**src/rtl/ps2_pkg.sv**
```systemverilog
// Shared types for the PS/2 scan-code receiver: key event word, prefix codes, frame states.
// Pure declarations; no timing or flow control.
package ps2_pkg;

   localparam logic [7:0] PS2_EXT = 8'hE0;
   localparam logic [7:0] PS2_BRK = 8'hF0;

   typedef struct packed {
      logic       ext;
      logic       brk;
      logic [7:0] code;
   } ps2_event_t;

   typedef enum logic [1:0] {IDLE, DATA, PARITY, STOP} ps2_rx_state_t;

   // PS/2 uses odd parity over the 8 data bits plus the parity bit.
   function automatic logic odd_parity_ok(input logic [7:0] dat, input logic par);
      return ^{dat, par};
   endfunction

endpackage

```
**src/rtl/ps2_frame_rx.sv**
```systemverilog
// PS/2 frame receiver: pin sync, ps2_clk glitch filter, 11-bit frame FSM and in-frame watchdog.
// byte_valid/error pulse 1 cycle after the stop-bit strobe; no backpressure (device cannot be stalled).
module ps2_frame_rx
   import ps2_pkg::*;
#(
   parameter int SYNC_STAGES = 2,
   parameter int FILTER_LEN  = 4,
   parameter int TIMEOUT_CYC = 10000
) (
   input  logic       clk,
   input  logic       clrn,
   input  logic       ps2_clk,
   input  logic       ps2_data,
   output logic       byte_valid,
   output logic [7:0] byte_dat,
   output logic       parity_err,
   output logic       frame_err
);

   localparam int FW = $clog2(FILTER_LEN + 1);
   localparam int WW = $clog2(TIMEOUT_CYC + 1);

   logic [SYNC_STAGES-1:0] clk_sync;
   logic [SYNC_STAGES-1:0] dat_sync;
   logic                   clk_s;
   logic                   dat_s;

   logic [FW-1:0]          flt_cnt;
   logic                   clk_flt;
   logic                   strobe;

   ps2_rx_state_t          state;
   ps2_rx_state_t          state_nxt;
   logic [2:0]             bit_cnt;
   logic [7:0]             shreg;
   logic                   par_bit;
   logic [WW-1:0]          wdog;
   logic                   timeout;
   logic                   good_c;
   logic                   perr_c;
   logic                   ferr_c;

   always_ff @(posedge clk or negedge clrn) begin
      if (!clrn) begin
         clk_sync <= '1;
         dat_sync <= '1;
      end else begin
         clk_sync <= {clk_sync[SYNC_STAGES-2:0], ps2_clk};
         dat_sync <= {dat_sync[SYNC_STAGES-2:0], ps2_data};
      end
   end

   assign clk_s = clk_sync[SYNC_STAGES-1];
   assign dat_s = dat_sync[SYNC_STAGES-1];

   // A new clock level is accepted only after FILTER_LEN consecutive differing samples;
   // the strobe is raised in the same cycle the filtered clock drops.
   always_ff @(posedge clk or negedge clrn) begin
      if (!clrn) begin
         flt_cnt <= '0;
         clk_flt <= 1'b1;
         strobe  <= 1'b0;
      end else begin
         strobe <= 1'b0;
         if (clk_s == clk_flt) begin
            flt_cnt <= '0;
         end else if (flt_cnt == FW'(FILTER_LEN - 1)) begin
            flt_cnt <= '0;
            clk_flt <= clk_s;
            strobe  <= ~clk_s;
         end else begin
            flt_cnt <= flt_cnt + 1'b1;
         end
      end
   end

   assign timeout = (state != IDLE) && !strobe && (wdog == WW'(TIMEOUT_CYC));

   always_ff @(posedge clk or negedge clrn) begin
      if (!clrn) state <= IDLE;
      else       state <= state_nxt;
   end

   always_comb begin
      state_nxt = state;
      good_c    = 1'b0;
      perr_c    = 1'b0;
      ferr_c    = 1'b0;
      if (timeout) begin
         state_nxt = IDLE;
         ferr_c    = 1'b1;
      end else if (strobe) begin
         case (state)
            IDLE:    if (!dat_s) state_nxt = DATA;
            DATA:    if (bit_cnt == 3'd7) state_nxt = PARITY;
            PARITY:  state_nxt = STOP;
            STOP: begin
               state_nxt = IDLE;
               if (!odd_parity_ok(shreg, par_bit)) perr_c = 1'b1;
               else if (!dat_s)                   ferr_c = 1'b1;
               else                               good_c = 1'b1;
            end
            default: state_nxt = IDLE;
         endcase
      end
   end

   always_ff @(posedge clk or negedge clrn) begin
      if (!clrn) begin
         bit_cnt    <= '0;
         shreg      <= '0;
         par_bit    <= 1'b0;
         wdog       <= '0;
         byte_valid <= 1'b0;
         parity_err <= 1'b0;
         frame_err  <= 1'b0;
      end else begin
         byte_valid <= good_c;
         parity_err <= perr_c;
         frame_err  <= ferr_c;

         if (strobe || timeout || state == IDLE) wdog <= '0;
         else                                    wdog <= wdog + 1'b1;

         if (strobe) begin
            case (state)
               IDLE: bit_cnt <= '0;
               DATA: begin
                  shreg   <= {dat_s, shreg[7:1]};
                  bit_cnt <= bit_cnt + 1'b1;
               end
               PARITY:  par_bit <= dat_s;
               default: ;
            endcase
         end
      end
   end

   assign byte_dat = shreg;

endmodule

```
**src/rtl/ps2_scancode_rx.sv**
```systemverilog
// PS/2 keyboard receiver: folds E0/F0 prefixes into key events and queues them in a show-ahead FIFO.
// Event visible 2 cycles after stop strobe; events arriving at full are dropped and flag overflow.
module ps2_scancode_rx
   import ps2_pkg::*;
#(
   parameter int FIFO_DEPTH  = 8,
   parameter int SYNC_STAGES = 2,
   parameter int FILTER_LEN  = 4,
   parameter int TIMEOUT_CYC = 10000,
   parameter int DECODE      = 1
) (
   input  logic                          clk,
   input  logic                          clrn,
   input  logic                          ps2_clk,
   input  logic                          ps2_data,
   input  logic                          rdn,
   output logic [7:0]                    ev_code,
   output logic                          ev_ext,
   output logic                          ev_brk,
   output logic                          ready,
   output logic [$clog2(FIFO_DEPTH):0]   level,
   output logic                          overflow,
   output logic                          parity_err,
   output logic                          frame_err
);

   localparam int AW = $clog2(FIFO_DEPTH);

   logic       byte_valid;
   logic [7:0] byte_dat;
   logic       is_ext;
   logic       is_brk;
   logic       ext_pend;
   logic       brk_pend;
   logic       push_req;
   ps2_event_t push_ev;

   logic [AW:0] wptr;
   logic [AW:0] rptr;
   logic        empty;
   logic        full;
   logic        push;
   logic        pop;
   ps2_event_t  mem [FIFO_DEPTH];
   ps2_event_t  head;

   ps2_frame_rx #(
      .SYNC_STAGES (SYNC_STAGES),
      .FILTER_LEN  (FILTER_LEN),
      .TIMEOUT_CYC (TIMEOUT_CYC)
   ) u_frame (
      .clk        (clk),
      .clrn       (clrn),
      .ps2_clk    (ps2_clk),
      .ps2_data   (ps2_data),
      .byte_valid (byte_valid),
      .byte_dat   (byte_dat),
      .parity_err (parity_err),
      .frame_err  (frame_err)
   );

   assign is_ext = (DECODE != 0) && (byte_dat == PS2_EXT);
   assign is_brk = (DECODE != 0) && (byte_dat == PS2_BRK);

   always_comb begin
      push_req     = byte_valid && !is_ext && !is_brk;
      push_ev.ext  = ext_pend;
      push_ev.brk  = brk_pend;
      push_ev.code = byte_dat;
   end

   // Pending prefixes are consumed by every non-prefix byte, even one dropped on full.
   always_ff @(posedge clk or negedge clrn) begin
      if (!clrn) begin
         ext_pend <= 1'b0;
         brk_pend <= 1'b0;
      end else if (parity_err || frame_err) begin
         ext_pend <= 1'b0;
         brk_pend <= 1'b0;
      end else if (byte_valid) begin
         if (is_ext) begin
            ext_pend <= 1'b1;
         end else if (is_brk) begin
            brk_pend <= 1'b1;
         end else begin
            ext_pend <= 1'b0;
            brk_pend <= 1'b0;
         end
      end
   end

   assign empty = (wptr == rptr);
   assign full  = (wptr[AW] != rptr[AW]) && (wptr[AW-1:0] == rptr[AW-1:0]);
   assign pop   = !rdn && !empty;
   // At full a simultaneous pop frees the slot being written this edge.
   assign push  = push_req && (!full || pop);

   always_ff @(posedge clk or negedge clrn) begin
      if (!clrn) begin
         wptr     <= '0;
         rptr     <= '0;
         overflow <= 1'b0;
      end else begin
         if (push) wptr <= wptr + 1'b1;
         if (pop)  rptr <= rptr + 1'b1;
         if (push_req && !push) overflow <= 1'b1;
         else if (pop)          overflow <= 1'b0;
      end
   end

   always_ff @(posedge clk) begin
      if (push) mem[wptr[AW-1:0]] <= push_ev;
   end

   assign head    = mem[rptr[AW-1:0]];
   assign ev_code = empty ? 8'h00 : head.code;
   assign ev_ext  = empty ? 1'b0  : head.ext;
   assign ev_brk  = empty ? 1'b0  : head.brk;
   assign ready   = !empty;
   assign level   = wptr - rptr;

endmodule

```
**config.mk**
```make
export PLATFORM = sky130hd
export DESIGN_NAME = ps2_scancode_rx
export DESIGN_NICKNAME = d
export VERILOG_FILES = /design/src/rtl/ps2_pkg.sv /design/src/rtl/ps2_frame_rx.sv /design/src/rtl/ps2_scancode_rx.sv
export SDC_FILE = /design/constraint.sdc
export NUM_CORES = 1
export LEC_CHECK = 0
export BUFFER_PORTS_ARGS = -buffer_cell sky130_fd_sc_hd__buf_2
export CELL_PAD_IN_SITES_DETAIL_PLACEMENT = 0
export CELL_PAD_IN_SITES_GLOBAL_PLACEMENT = 1
export CORE_MARGIN = 2
export CORE_UTILIZATION = 35
export DETAILED_ROUTE_END_ITERATION = 8
export PLACE_DENSITY = 0.66
export SYNTH_ARGS = -nofsm -noshare
export SYNTH_HDL_FRONTEND = slang
export SYNTH_SLANG_ARGS = --single-unit
```
**constraint.sdc**
```tcl
create_clock -name clk -period 2.85 [get_ports clk]
set_clock_uncertainty 0.05 [all_clocks]
set_input_delay 0.7125 -clock clk [delete_from_list [all_inputs] [get_ports clk]]
set_output_delay 0.7125 -clock clk [all_outputs]
set_load 0.005 [all_outputs]
```
==> results of run 1 <==
layout make-up:
type	instances	area (sq um)
clock buffer	17	425
clock inverter	15	161
fill	1419	8730
inverter	15	56.3
multi-input combinational	208	1760
sequential	131	3690
tap	211	264
timing repair buffer	38	230
registers in the layout, indices dropped and copies added (netlist names):
signal,count
u_frame.clk_flt,1
u_frame.par_bit,1
brk_pend,1
u_frame.flt_cnt,3
u_frame.state,2
mem,80
u_frame.wdog,14
u_frame.byte_valid,1
u_frame.frame_err,1
u_frame.strobe,1
u_frame.byte_dat,8
rptr,4
u_frame.bit_cnt,3
u_frame.dat_sync,2
u_frame.parity_err,1
ext_pend,1
u_frame.clk_sync,2
overflow,1
wptr,4
layer usage:
layer | vias to the layer above | share of wire, % | track usage [%]
met5 | - | 0 | 0
met4 | 0 | 0.98 | 5.50
met3 | 7 | 3.1 | 3.69
met2 | 44 | 50 | 20.4
met1 | 1520 | 46 | 16.3
li1 | 1451 | - | -
stage by stage:
stage,instances,hold WS [ps],util [%]
after floorplan,364,295,-
after global placement,603,297,39.2
after detailed placement,603,297,39.2
after CTS,635,306,43.0
after global routing,635,308,43.0
final,635,298,43.0
synth_stat cells, types with 2 or more instances:
master	n	area share [%]
sky130_fd_sc_hd__nor4_1	3	0.34
sky130_fd_sc_hd__edfxtp_1	80	43
sky130_fd_sc_hd__mux2_2	10	2.0
sky130_fd_sc_hd__dfrtp_1	46	21
sky130_fd_sc_hd__nor3b_1	3	0.41
sky130_fd_sc_hd__nor2_1	20	1.4
sky130_fd_sc_hd__nand2b_1	2	0.23
sky130_fd_sc_hd__xnor2_1	21	3.3
sky130_fd_sc_hd__and3_1	4	0.45
sky130_fd_sc_hd__ha_1	15	3.4
sky130_fd_sc_hd__clkbuf_1	5	0.34
sky130_fd_sc_hd__xor2_1	7	1.1
sky130_fd_sc_hd__nand3_1	10	0.90
sky130_fd_sc_hd__a32o_1	2	0.36
sky130_fd_sc_hd__dfstp_2	5	2.4
sky130_fd_sc_hd__o21ai_0	6	0.54
sky130_fd_sc_hd__a21oi_1	14	1.3
sky130_fd_sc_hd__nand2_1	36	2.4
sky130_fd_sc_hd__buf_2	2	0.18
sky130_fd_sc_hd__nor2b_1	2	0.23
sky130_fd_sc_hd__inv_1	15	1.0
sky130_fd_sc_hd__nor3_1	9	0.81
sky130_fd_sc_hd__buf_1	2	0.14
sky130_fd_sc_hd__nand4_1	5	0.57
sky130_fd_sc_hd__mux4_2	20	8.1
cells by family (layout without fill, tap and decap cells):
| group | after synthesis | count (layout) |
|---|---|---|
| AOI/OAI and AO/OA | 29 | 29 |
| xor gates and xnor gates | 29 | 29 |
| adders and majority gates | 16 | 16 |
| buffers and inverters | 25 | 85 |
| DFF | 131 | 131 |
| muxes | 30 | 30 |
| and+or+nand+nor | 104 | 104 |
layout by cell type, fill, tap and decap left out, types with 3 or more instances in the layout:
master,instances
sky130_fd_sc_hd__and3_1,4
sky130_fd_sc_hd__buf_2,22
sky130_fd_sc_hd__xor2_1,7
sky130_fd_sc_hd__edfxtp_1,80
sky130_fd_sc_hd__inv_8,4
sky130_fd_sc_hd__o21ai_0,6
sky130_fd_sc_hd__nand4_1,5
sky130_fd_sc_hd__xnor2_1,21
sky130_fd_sc_hd__mux2_2,10
sky130_fd_sc_hd__ha_1,15
sky130_fd_sc_hd__mux4_2,20
sky130_fd_sc_hd__dfstp_2,5
sky130_fd_sc_hd__nor2_1,20
sky130_fd_sc_hd__clkinv_4,3
sky130_fd_sc_hd__nand2_1,36
sky130_fd_sc_hd__inv_1,15
sky130_fd_sc_hd__nor3_1,9
sky130_fd_sc_hd__inv_6,6
sky130_fd_sc_hd__dfrtp_1,44
sky130_fd_sc_hd__nand3_1,10
sky130_fd_sc_hd__a21oi_1,14
sky130_fd_sc_hd__buf_4,16
sky130_fd_sc_hd__clkbuf_16,17
power breakdown:
group	leakage, nW	total [W]	internal [W]	switching [W]
registers	1.39	0.00227	0.00214	0.000127
clock network	0.288	0.00213	0.00124	0.000889
logic	0.879	0.00137	0.000660	0.000714
total	2.56	0.00577	0.00404	0.00173
worst min-delay path by stage:
stage,from,endpoint,slack [ps],depth (start not counted)
after CTS,clrn,u_frame.strobe$_DFF_PN0_,310,1
final,clrn,u_frame.strobe$_DFF_PN0_,300,1
after floorplan,u_frame.clk_sync[0]$_DFF_PN1_,u_frame.clk_sync[1]$_DFF_PN1_,300,0
after global routing,u_frame.dat_sync[0]$_DFF_PN1_,u_frame.dat_sync[1]$_DFF_PN1_,310,0
after detailed placement,u_frame.dat_sync[0]$_DFF_PN1_,u_frame.dat_sync[1]$_DFF_PN1_,300,0
after global placement,u_frame.dat_sync[0]$_DFF_PN1_,u_frame.dat_sync[1]$_DFF_PN1_,300,0
repair_timing:
action,in CTS,in global routing
setup endpoints to repair,11,11
hold buffers,0,0
gates resized for setup,2,2
pin swaps,0,0
==> run metrics, run 1 <==
outcome finished clean; startpoint-to-endpoint class of the critical path flop to output port; critical path buffer and inverter count 1; Residual DRC 0; crit path setup slack, layout 146 ps; highest attainable clock frequency 0.370 GHz; share of synthesized area occupied by flip-flops and latches 66.6%; Post-Syn Instances 364; cell chain of the critical path ha_1, and3_1, and2_4, a21oi_1, buf_2; synthesized net count 385; detailed-router iteration count before antenna repair 6; RSZ-0062 raised after global routing no; Async SR Flop Fraction 38.9%; max cap viols 0; slew at the pin closest to its max-slew limit 704 ps; Final Hold Violating Endpoints 0; worst-case vdd ir drop 0.552 mV; category of the worst setup path capture point output port; global-route congestion overflow total 0; antenna violations before repair 0; full die area 16,800 sq um; largest family of logic cells by synthesized area multiplexers; max-slew violation count 0; H-tree Lvls 4; Crit. Startpoint wptr[2]$_DFFE_PN0P_; Critical R2R Launch wptr[2]$_DFFE_PN0P_; Row Count 45; Die Y 130 microns; clock latency reported for the late side of the worst-skew pair 410 ps; setup slack on the worst flop-to-flop path 620 ps; post-route fraction of the period consumed by the critical path 94.9%; adder-cell share of the synthesized area 3.75%; initial core utilization 36.1%; detailed router's first-iteration violation count 184; P per Cell Area 876 nW/um^2; sum of negative setup slack 0 ps; antenna fix cells 0; post-detailed-route via-to-cell ratio 4.76; slowest library cell on the worst path sky130_fd_sc_hd__dfrtp_2; class of the worst hold path input pin to async pin; number of nets with antenna violations after detailed routing 0; global placement routability congestion 0.760; CTS tree built; die extent in x 130 microns; Max transition margin 53.1%; wire length per cell after detailed routing 15.5 microns; CP top delay family flip-flops; detailed-route wire length 9870 microns; largest net degree at the start of global routing 33; Synth Area in Simple Gates 9.34%; Leak 2.56 nW; time the final worst path needs with I/O delays and setup 2700 ps; Non-Filler Cell Area, Final 6590 sq um; PnR Total Power 0.00577 W; number of setup violations in the final report 0; nets 432; half-perimeter wire length of the detailed placement result 6640 microns; cell area after technology mapping 5530 sq um; vias after detailed routing 3,022; crit path launch type flop; endpoint of the most critical register-to-register path mem[1][0]$_DFFE_PP_; area of placed instances 6000 sq um; post-synthesis area per instance 15.2 sq um; GRT Util Overall 12.8%; post-CTS setup-driven buffer insertion count 0; Post-synth EDFFs 80; worst slack at placement 270 ps; CTS Buf Count 17; clock tree buffer depth 2; Clock transition at path regs 60 ps; data required time of the critical path 2090 ps; crit path capture ev_code[3]; total of flip-flops plus latches after synthesis 131; number of cells on the critical path 5; delay contributed by the slowest stage of the critical path 470 ps; fraction of final layout cells sized beyond drive strength 1 27.1%; area overhead of the layout relative to synthesis 19.1%; via count of the first global-routing pass 3,035; Main synth FF type sky130_fd_sc_hd__edfxtp_1; global-route wire length before repair 15,900 microns; I/O pin cnt 23; number of cell instances on the worst register-to-register path 6; complex-gate fraction of the synthesized area 3.39%; mux cell area share after synthesis 10.2%; library cells used by synthesis 45; core box area 15,300 sq um; Clock Tree Root sky130_fd_sc_hd__clkbuf_16; count of yosys warnings during synthesis 0; post-synthesis share of cell area spent on xor and xnor gates 4.84%; Max FO, Critical Path 12; IO Port Bufs 22; CTS Sinks 131; critical path data arrival time 1940 ps
Note: power is estimated with default switching activity, not from simulation.
==> inputs of run 2 (changes only) <==
- ABC_AREA: not set -> 1
- BUFFER_PORTS_ARGS: -buffer_cell sky130_fd_sc_hd__buf_2 -> -buffer_cell sky130_fd_sc_hd__buf_4
- PLACE_DENSITY: 0.66 -> 0.69
==> run 2 against run 1 <==
Critical endpoint is now ev_code[7]. Hold slack lost 3.8 ps. Design area grew 5.4%. Routed wire length grew 29%.
==> run metrics, run 2 <==
clock tree buffer depth 2; Residual DRC 0; vias after detailed routing 4,026; highest attainable clock frequency 0.367 GHz; sequential power share 36.6%; Post-Syn Instances 557; initial core utilization 35.6%; IO Port Bufs 22; fraction of final layout cells sized beyond drive strength 1 17.0%; area of placed instances 6350 sq um; most instantiated cells after synthesis 92 x sky130_fd_sc_hd__nor2_1, 89 x sky130_fd_sc_hd__nand2_1, 80 x sky130_fd_sc_hd__edfxtp_1, 60 x sky130_fd_sc_hd__o21ai_0, 46 x sky130_fd_sc_hd__dfrtp_1; count of yosys warnings during synthesis 0; Non-Filler Cell Area, Final 6950 sq um; cell chain of the critical path buf_6, buf_4, o21ai_0, o22ai_1, o21ai_0, nor2_1, buf_4; switching power share of the total 32.5%; RSZ-0062 raised after global routing no; detailed-route wire length 12,700 microns; total of flip-flops plus latches after synthesis 131; Post-synth EDFFs 80; area share of the largest cell type after synthesis 40.9%; Die Y 133 microns; time the final worst path needs with I/O delays and setup 2720 ps; placed instance count 798; number of flip-flops under the largest register name 80; dominant cells by area after synthesis sky130_fd_sc_hd__edfxtp_1 41%, sky130_fd_sc_hd__dfrtp_1 20%, sky130_fd_sc_hd__nor2_1 5.9%, sky130_fd_sc_hd__nand2_1 5.7%, sky130_fd_sc_hd__o21ai_0 5.1%; CTS Buf Count 17; sum of negative setup slack 0 ps; detailed-router iteration count before antenna repair 4; internal cell power 0.00411 W; category of the worst setup path capture point output port; antenna fix cells 0; area overhead of the layout relative to synthesis 18.4%; CTS tree built; I/O pin cnt 23; portion of total power attributed to the clock network 32.0%; Main synth FF type sky130_fd_sc_hd__edfxtp_1; library cells used by synthesis 39; crit path setup slack, layout 127 ps; leading cell types in the layout, fill and taps excluded 92 x sky130_fd_sc_hd__nor2_1, 88 x sky130_fd_sc_hd__nand2_1, 80 x sky130_fd_sc_hd__edfxtp_1, 58 x sky130_fd_sc_hd__o21ai_0, 44 x sky130_fd_sc_hd__dfrtp_1; nets 621; CTS Sinks 131; cell area after technology mapping 5870 sq um; max-slew violation count 0; worst slack at placement 159 ps; GRT Util Overall 15.0%; Async SR Flop Fraction 38.9%; worst-case vdd ir drop 0.440 mV; global routing usage on met2 25.1%; post-synthesis cell type with the largest combined area sky130_fd_sc_hd__edfxtp_1; most common cell in the netlist sky130_fd_sc_hd__nor2_1; number of setup violations in the final report 0; Clock transition at path regs 50 ps; global-route congestion overflow total 0; global placement routability congestion 0.795; delay contributed by the slowest stage of the critical path 370 ps; global-route wire length before repair 20,500 microns; max cap viols 0; critical path data arrival time 1960 ps; most heavily used metal layer in global routing met2; core box area 16,500 sq um; H-tree Lvls 4; via count of the first global-routing pass 4,059; Sw Pwr 0.00198 W; data required time of the critical path 2090 ps; commonest non-fill, non-tap cell in the layout sky130_fd_sc_hd__nor2_1; Clock Tree Root sky130_fd_sc_hd__clkbuf_16; Filler cells 1,583; antenna violations before repair 0; Row Count 47; met3 track demand over resource in global routing 3.42%; met1 track demand over resource in global routing 18.7%; synthesized net count 578; slowest library cell on the worst path sky130_fd_sc_hd__dfrtp_1; outcome finished clean; class of the worst hold path input pin to async pin; post-detailed-route via-to-cell ratio 4.83; Max transition margin 54.5%; full die area 17,800 sq um; combinational share of power 31.3%; slew at the pin closest to its max-slew limit 682 ps; half-perimeter wire length of the detailed placement result 7930 microns; share of synthesized area occupied by flip-flops and latches 62.8%; post-route fraction of the period consumed by the critical path 95.5%; startpoint-to-endpoint class of the critical path flop to output port; die extent in x 133 microns; wire length per cell after detailed routing 15.2 microns; P per Cell Area 877 nW/um^2; clock latency reported for the late side of the worst-skew pair 410 ps; Final Hold Violating Endpoints 0; post-synthesis area per instance 10.5 sq um; Max FO, Critical Path 24; number of non-filler instances in the completed layout 833; crit path launch type flop; largest net degree at the start of global routing 52; Leak 2.77 nW; detailed router's first-iteration violation count 187; number of nets with antenna violations after detailed routing 0
[run 2: logic make-up (layout without fill, tap and decap cells)]
logic type | Yosys count | in the layout | share of synthesized area (%)
buf+inv | 63 | 118 | 4.33
fa+ha+maj | 16 | 16 | 3.54
compound gates | 101 | 101 | 9.36
simple gates | 234 | 235 | 18.1
flops | 131 | 131 | 62.8
xor+xnor | 12 | 12 | 1.92
[run 2: what timing repair did]
action,4_1_cts,5_1_grt
resized for setup,3,10
hold buffers,0,0
setup endpoints to repair,11,10
setup buffers,0,2
cloned,0,1
[run 2: worst max-delay path, delay by kind of cell (launching register included)]
kind | cells | cell delay [ps]
AND/OR/NAND/NOR | 1 | 100
AO/OA/AOI/OAI | 3 | 470
buffers and inverters | 3 | 610
flip-flops | 1 | 370
[run 2: final timing paths]
kind	endpoint	cells past startpoint	slack [ps]	startpoint
max in group asynchronous	wptr[2]$_DFFE_PN0P_	1	1970	clrn
max reg2reg	mem[5][2]$_DFFE_PP_	7	670	u_frame.byte_dat[0]$_DFFE_PN0P_
max	ev_code[7]	7	130	rptr[0]$_DFFE_PN0P_
min in group clk	u_frame.dat_sync[1]$_DFF_PN1_	0	310	u_frame.dat_sync[0]$_DFF_PN1_
min reg2reg	u_frame.dat_sync[1]$_DFF_PN1_	0	310	u_frame.dat_sync[0]$_DFF_PN1_
min	u_frame.state[1]$_DFFE_PN0P_	1	290	clrn
[run 2: per-layer routing]
metal,share of wire [%],vias to the layer above,wire [microns]
met4,1.3,0,166
met3,2.8,15,352
met5,0,-,0
met1,45,1959,5750
li1,-,1994,-
met2,51,58,6440
[run 2: power groups by stage]
stage / clock network (W) / logic, W / registers, W
2_1_floorplan: 0 / 0.00116 / 0.00225
3_3_place_gp: 0 / 0.00180 / 0.00226
3_5_place_dp: 0 / 0.00185 / 0.00227
4_1_cts: 0.00200 / 0.00187 / 0.00223
5_1_grt: 0.00210 / 0.00215 / 0.00224
6_report: 0.00195 / 0.00191 / 0.00223
[run 2: metrics by stage]
| step | power (W) | hold slack, ps | util (%) |
|---|---|---|---|
| final | 0.00609 | 294 | 42.2 |
| after global routing | 0.00649 | 314 | 42.2 |
| after CTS | 0.00610 | 306 | 41.9 |
| after detailed placement | 0.00411 | 297 | 38.6 |
| after global placement | 0.00406 | 298 | 38.6 |
| after floorplan | 0.00341 | 295 | - |
[run 2: area by class of cell]
type                       count  area [sq um]  share of cell area, %
clock inverter                10          85.1                   1.23
tap                          220           275                   3.96
multi-input combinational    364          1960                   28.2
timing repair buffer          41           324                   4.67
sequential                   131          3690                   53.1
inverter                      45           169                   2.43
clock buffer                  22           444                   6.40
==> inputs of run 3 (changes only) <==
- ABC_AREA: 1 -> not set
- PLACE_DENSITY: 0.69 -> 0.66
- RECOVER_POWER: not set -> 25
==> run 3 against run 2 <==
Largest power group unchanged. Die area fell by 5.6%. Setup slack gained 18 ps. Critical path depth down 2. Critical endpoint is now ev_code[0]. Global-route usage shrank 2.2 points. Highest routed layer unchanged.
==> run metrics, run 3 (synthesized netlist as in run 1, its figures left out) <==
outcome finished clean; detailed-route wire length 9820 microns; via count of the first global-routing pass 3,055; Filler cells 1,449; die extent in x 130 microns; placed instance count 602; fraction of final layout cells sized beyond drive strength 1 26.0%; met1 track demand over resource in global routing 16.8%; half-perimeter wire length of the detailed placement result 6630 microns; Clock Tree Root sky130_fd_sc_hd__clkbuf_16; PnR Total Power 0.00560 W; CTS tree built; number of non-filler instances in the completed layout 634; class of the worst hold path flop to flop; largest net degree at the start of global routing 52; Residual DRC 0; CTS Buf Count 17; endpoint with the worst hold slack u_frame.dat_sync[1]$_DFF_PN1_; number of stages on the worst hold path 0; clock tree buffer depth 2; post-CTS setup-driven buffer insertion count 0; highest attainable clock frequency 0.370 GHz; global-route congestion overflow total 0; I/O pin cnt 23; Final Hold Violating Endpoints 0; Max FO, Critical Path 13; P per Cell Area 854 nW/um^2; Row Count 45; antenna fix cells 0; slew at the pin closest to its max-slew limit 1270 ps; met3 track demand over resource in global routing 4.31%; Hold Path Origin u_frame.dat_sync[0]$_DFF_PN1_; global placement routability congestion 0.764; wire length per cell after detailed routing 15.5 microns; Critical R2R Launch wptr[1]$_DFFE_PN0P_; leading cell types in the layout, fill and taps excluded 80 x sky130_fd_sc_hd__edfxtp_1, 46 x sky130_fd_sc_hd__dfrtp_1, 36 x sky130_fd_sc_hd__nand2_1, 34 x sky130_fd_sc_hd__buf_4, 21 x sky130_fd_sc_hd__xnor2_1; post-detailed-route via-to-cell ratio 4.70; max-slew violation count 0; area overhead of the layout relative to synthesis 18.6%; global routing usage on met2 20.3%; clock latency reported for the late side of the worst-skew pair 410 ps; Max transition margin 15.6%; Die Y 130 microns; Leak 2.54 nW; number of flip-flops under the largest register name 80; detailed router's first-iteration violation count 147; post-route fraction of the period consumed by the critical path 94.9%; number of cell instances on the worst register-to-register path 6; IO Port Bufs 22; data required time of the critical path 2090 ps; setup slack on the worst flop-to-flop path 630 ps; nets 431; number of setup violations in the final report 0; Clock transition at path regs 60 ps; commonest non-fill, non-tap cell in the layout sky130_fd_sc_hd__edfxtp_1; final core area utilization 42.9%; most heavily used metal layer in global routing met2; startpoint-to-endpoint class of the critical path flop to output port; crit path launch type flop; endpoint of the most critical register-to-register path mem[0][0]$_DFFE_PP_; full die area 16,800 sq um; initial core utilization 36.1%; antenna violations before repair 0; vias after detailed routing 2,980; time the final worst path needs with I/O delays and setup 2700 ps; global-route wire length before repair 15,900 microns; detailed-router iteration count before antenna repair 4; core box area 15,300 sq um; GRT Util Overall 12.8%; worst-case vdd ir drop 0.464 mV; CTS Sinks 131; critical path data arrival time 1940 ps; category of the worst setup path capture point output port; max cap viols 0; H-tree Lvls 4; RSZ-0062 raised after global routing no; number of nets with antenna violations after detailed routing 0
run 3: cell count changes in the layout (fill, tap and decap cells not counted), moves of 7 or more:
cell,before,now
sky130_fd_sc_hd__inv_1,40,15
sky130_fd_sc_hd__nand2_1,88,36
sky130_fd_sc_hd__o22ai_1,20,0
sky130_fd_sc_hd__o21ai_1,8,0
sky130_fd_sc_hd__mux4_2,0,20
sky130_fd_sc_hd__nor3_2,7,0
sky130_fd_sc_hd__o21ai_0,58,6
sky130_fd_sc_hd__mux2_2,0,10
sky130_fd_sc_hd__nor2_1,92,20
sky130_fd_sc_hd__xnor2_1,7,21
run 3: worst max-delay path by stage:
stage	startpoint	end	slack (ps)	depth (start not counted)
6_report	rptr[0]$_DFFE_PN0P_	ev_code[0]	150	5
2_1_floorplan	rptr[1]$_DFFE_PN0P_	mem[0][0]$_DFFE_PP_	-250	7
4_1_cts	wptr[1]$_DFFE_PN0P_	ev_code[7]	20	5
3_5_place_dp	wptr[1]$_DFFE_PN0P_	ev_code[7]	310	5
5_1_grt	rptr[0]$_DFFE_PN0P_	ev_code[0]	20	5
3_3_place_gp	wptr[1]$_DFFE_PN0P_	ev_brk	380	5
run 3: cell type report:
| class | count | area [sq um] | share of cell area [%] |
|---|---|---|---|
| inverters | 15 | 56.3 | 0.858 |
| multi-input cells | 208 | 1760 | 26.9 |
| well taps | 211 | 264 | 4.02 |
| clock inverters | 14 | 90.1 | 1.37 |
| flip-flops and latches | 131 | 3680 | 56.1 |
| clock buffers | 18 | 429 | 6.54 |
| repair buffers | 37 | 275 | 4.19 |
run 3: what timing repair did:
action / 4_1_cts / 5_1_grt
hold buffers: 0 / 0
endpoints found under the setup margin: 11 / 11
resized for setup: 1 / 1
run 3: power by group:
part	leakage [nW]	internal (W)	total [W]	switching [W]
combinational	0.889	0.000743	0.00146	0.000721
clock	0.261	0.00110	0.00187	0.000773
sequential	1.39	0.00214	0.00226	0.000125
total	2.54	0.00398	0.00560	0.00162
run 3: critical path, cell delays in order (launching register included):
cell and delay (ps):
sky130_fd_sc_hd__dfrtp_1 380, sky130_fd_sc_hd__buf_4 280, sky130_fd_sc_hd__mux4_2 540, sky130_fd_sc_hd__nand2_1 110, sky130_fd_sc_hd__a21oi_1 70, sky130_fd_sc_hd__buf_4 130
run 3: layer usage:
metal	vias up	routed length [microns]
li1	1444	-
met5	-	0
met3	7	374
met2	38	4800
met1	1491	4580
met4	0	68
run 3: per-stage QoR:
stage	area, sq um	setup TNS (ps)	setup slack, ps	hold slack (ps)
3_5_place_dp	6040	0	313	297
6_report	6560	0	145	304
3_3_place_gp	6040	0	377	296
4_1_cts	6560	0	19.6	295
2_1_floorplan	5540	-5050	-250	295
5_1_grt	6560	0	19.5	317
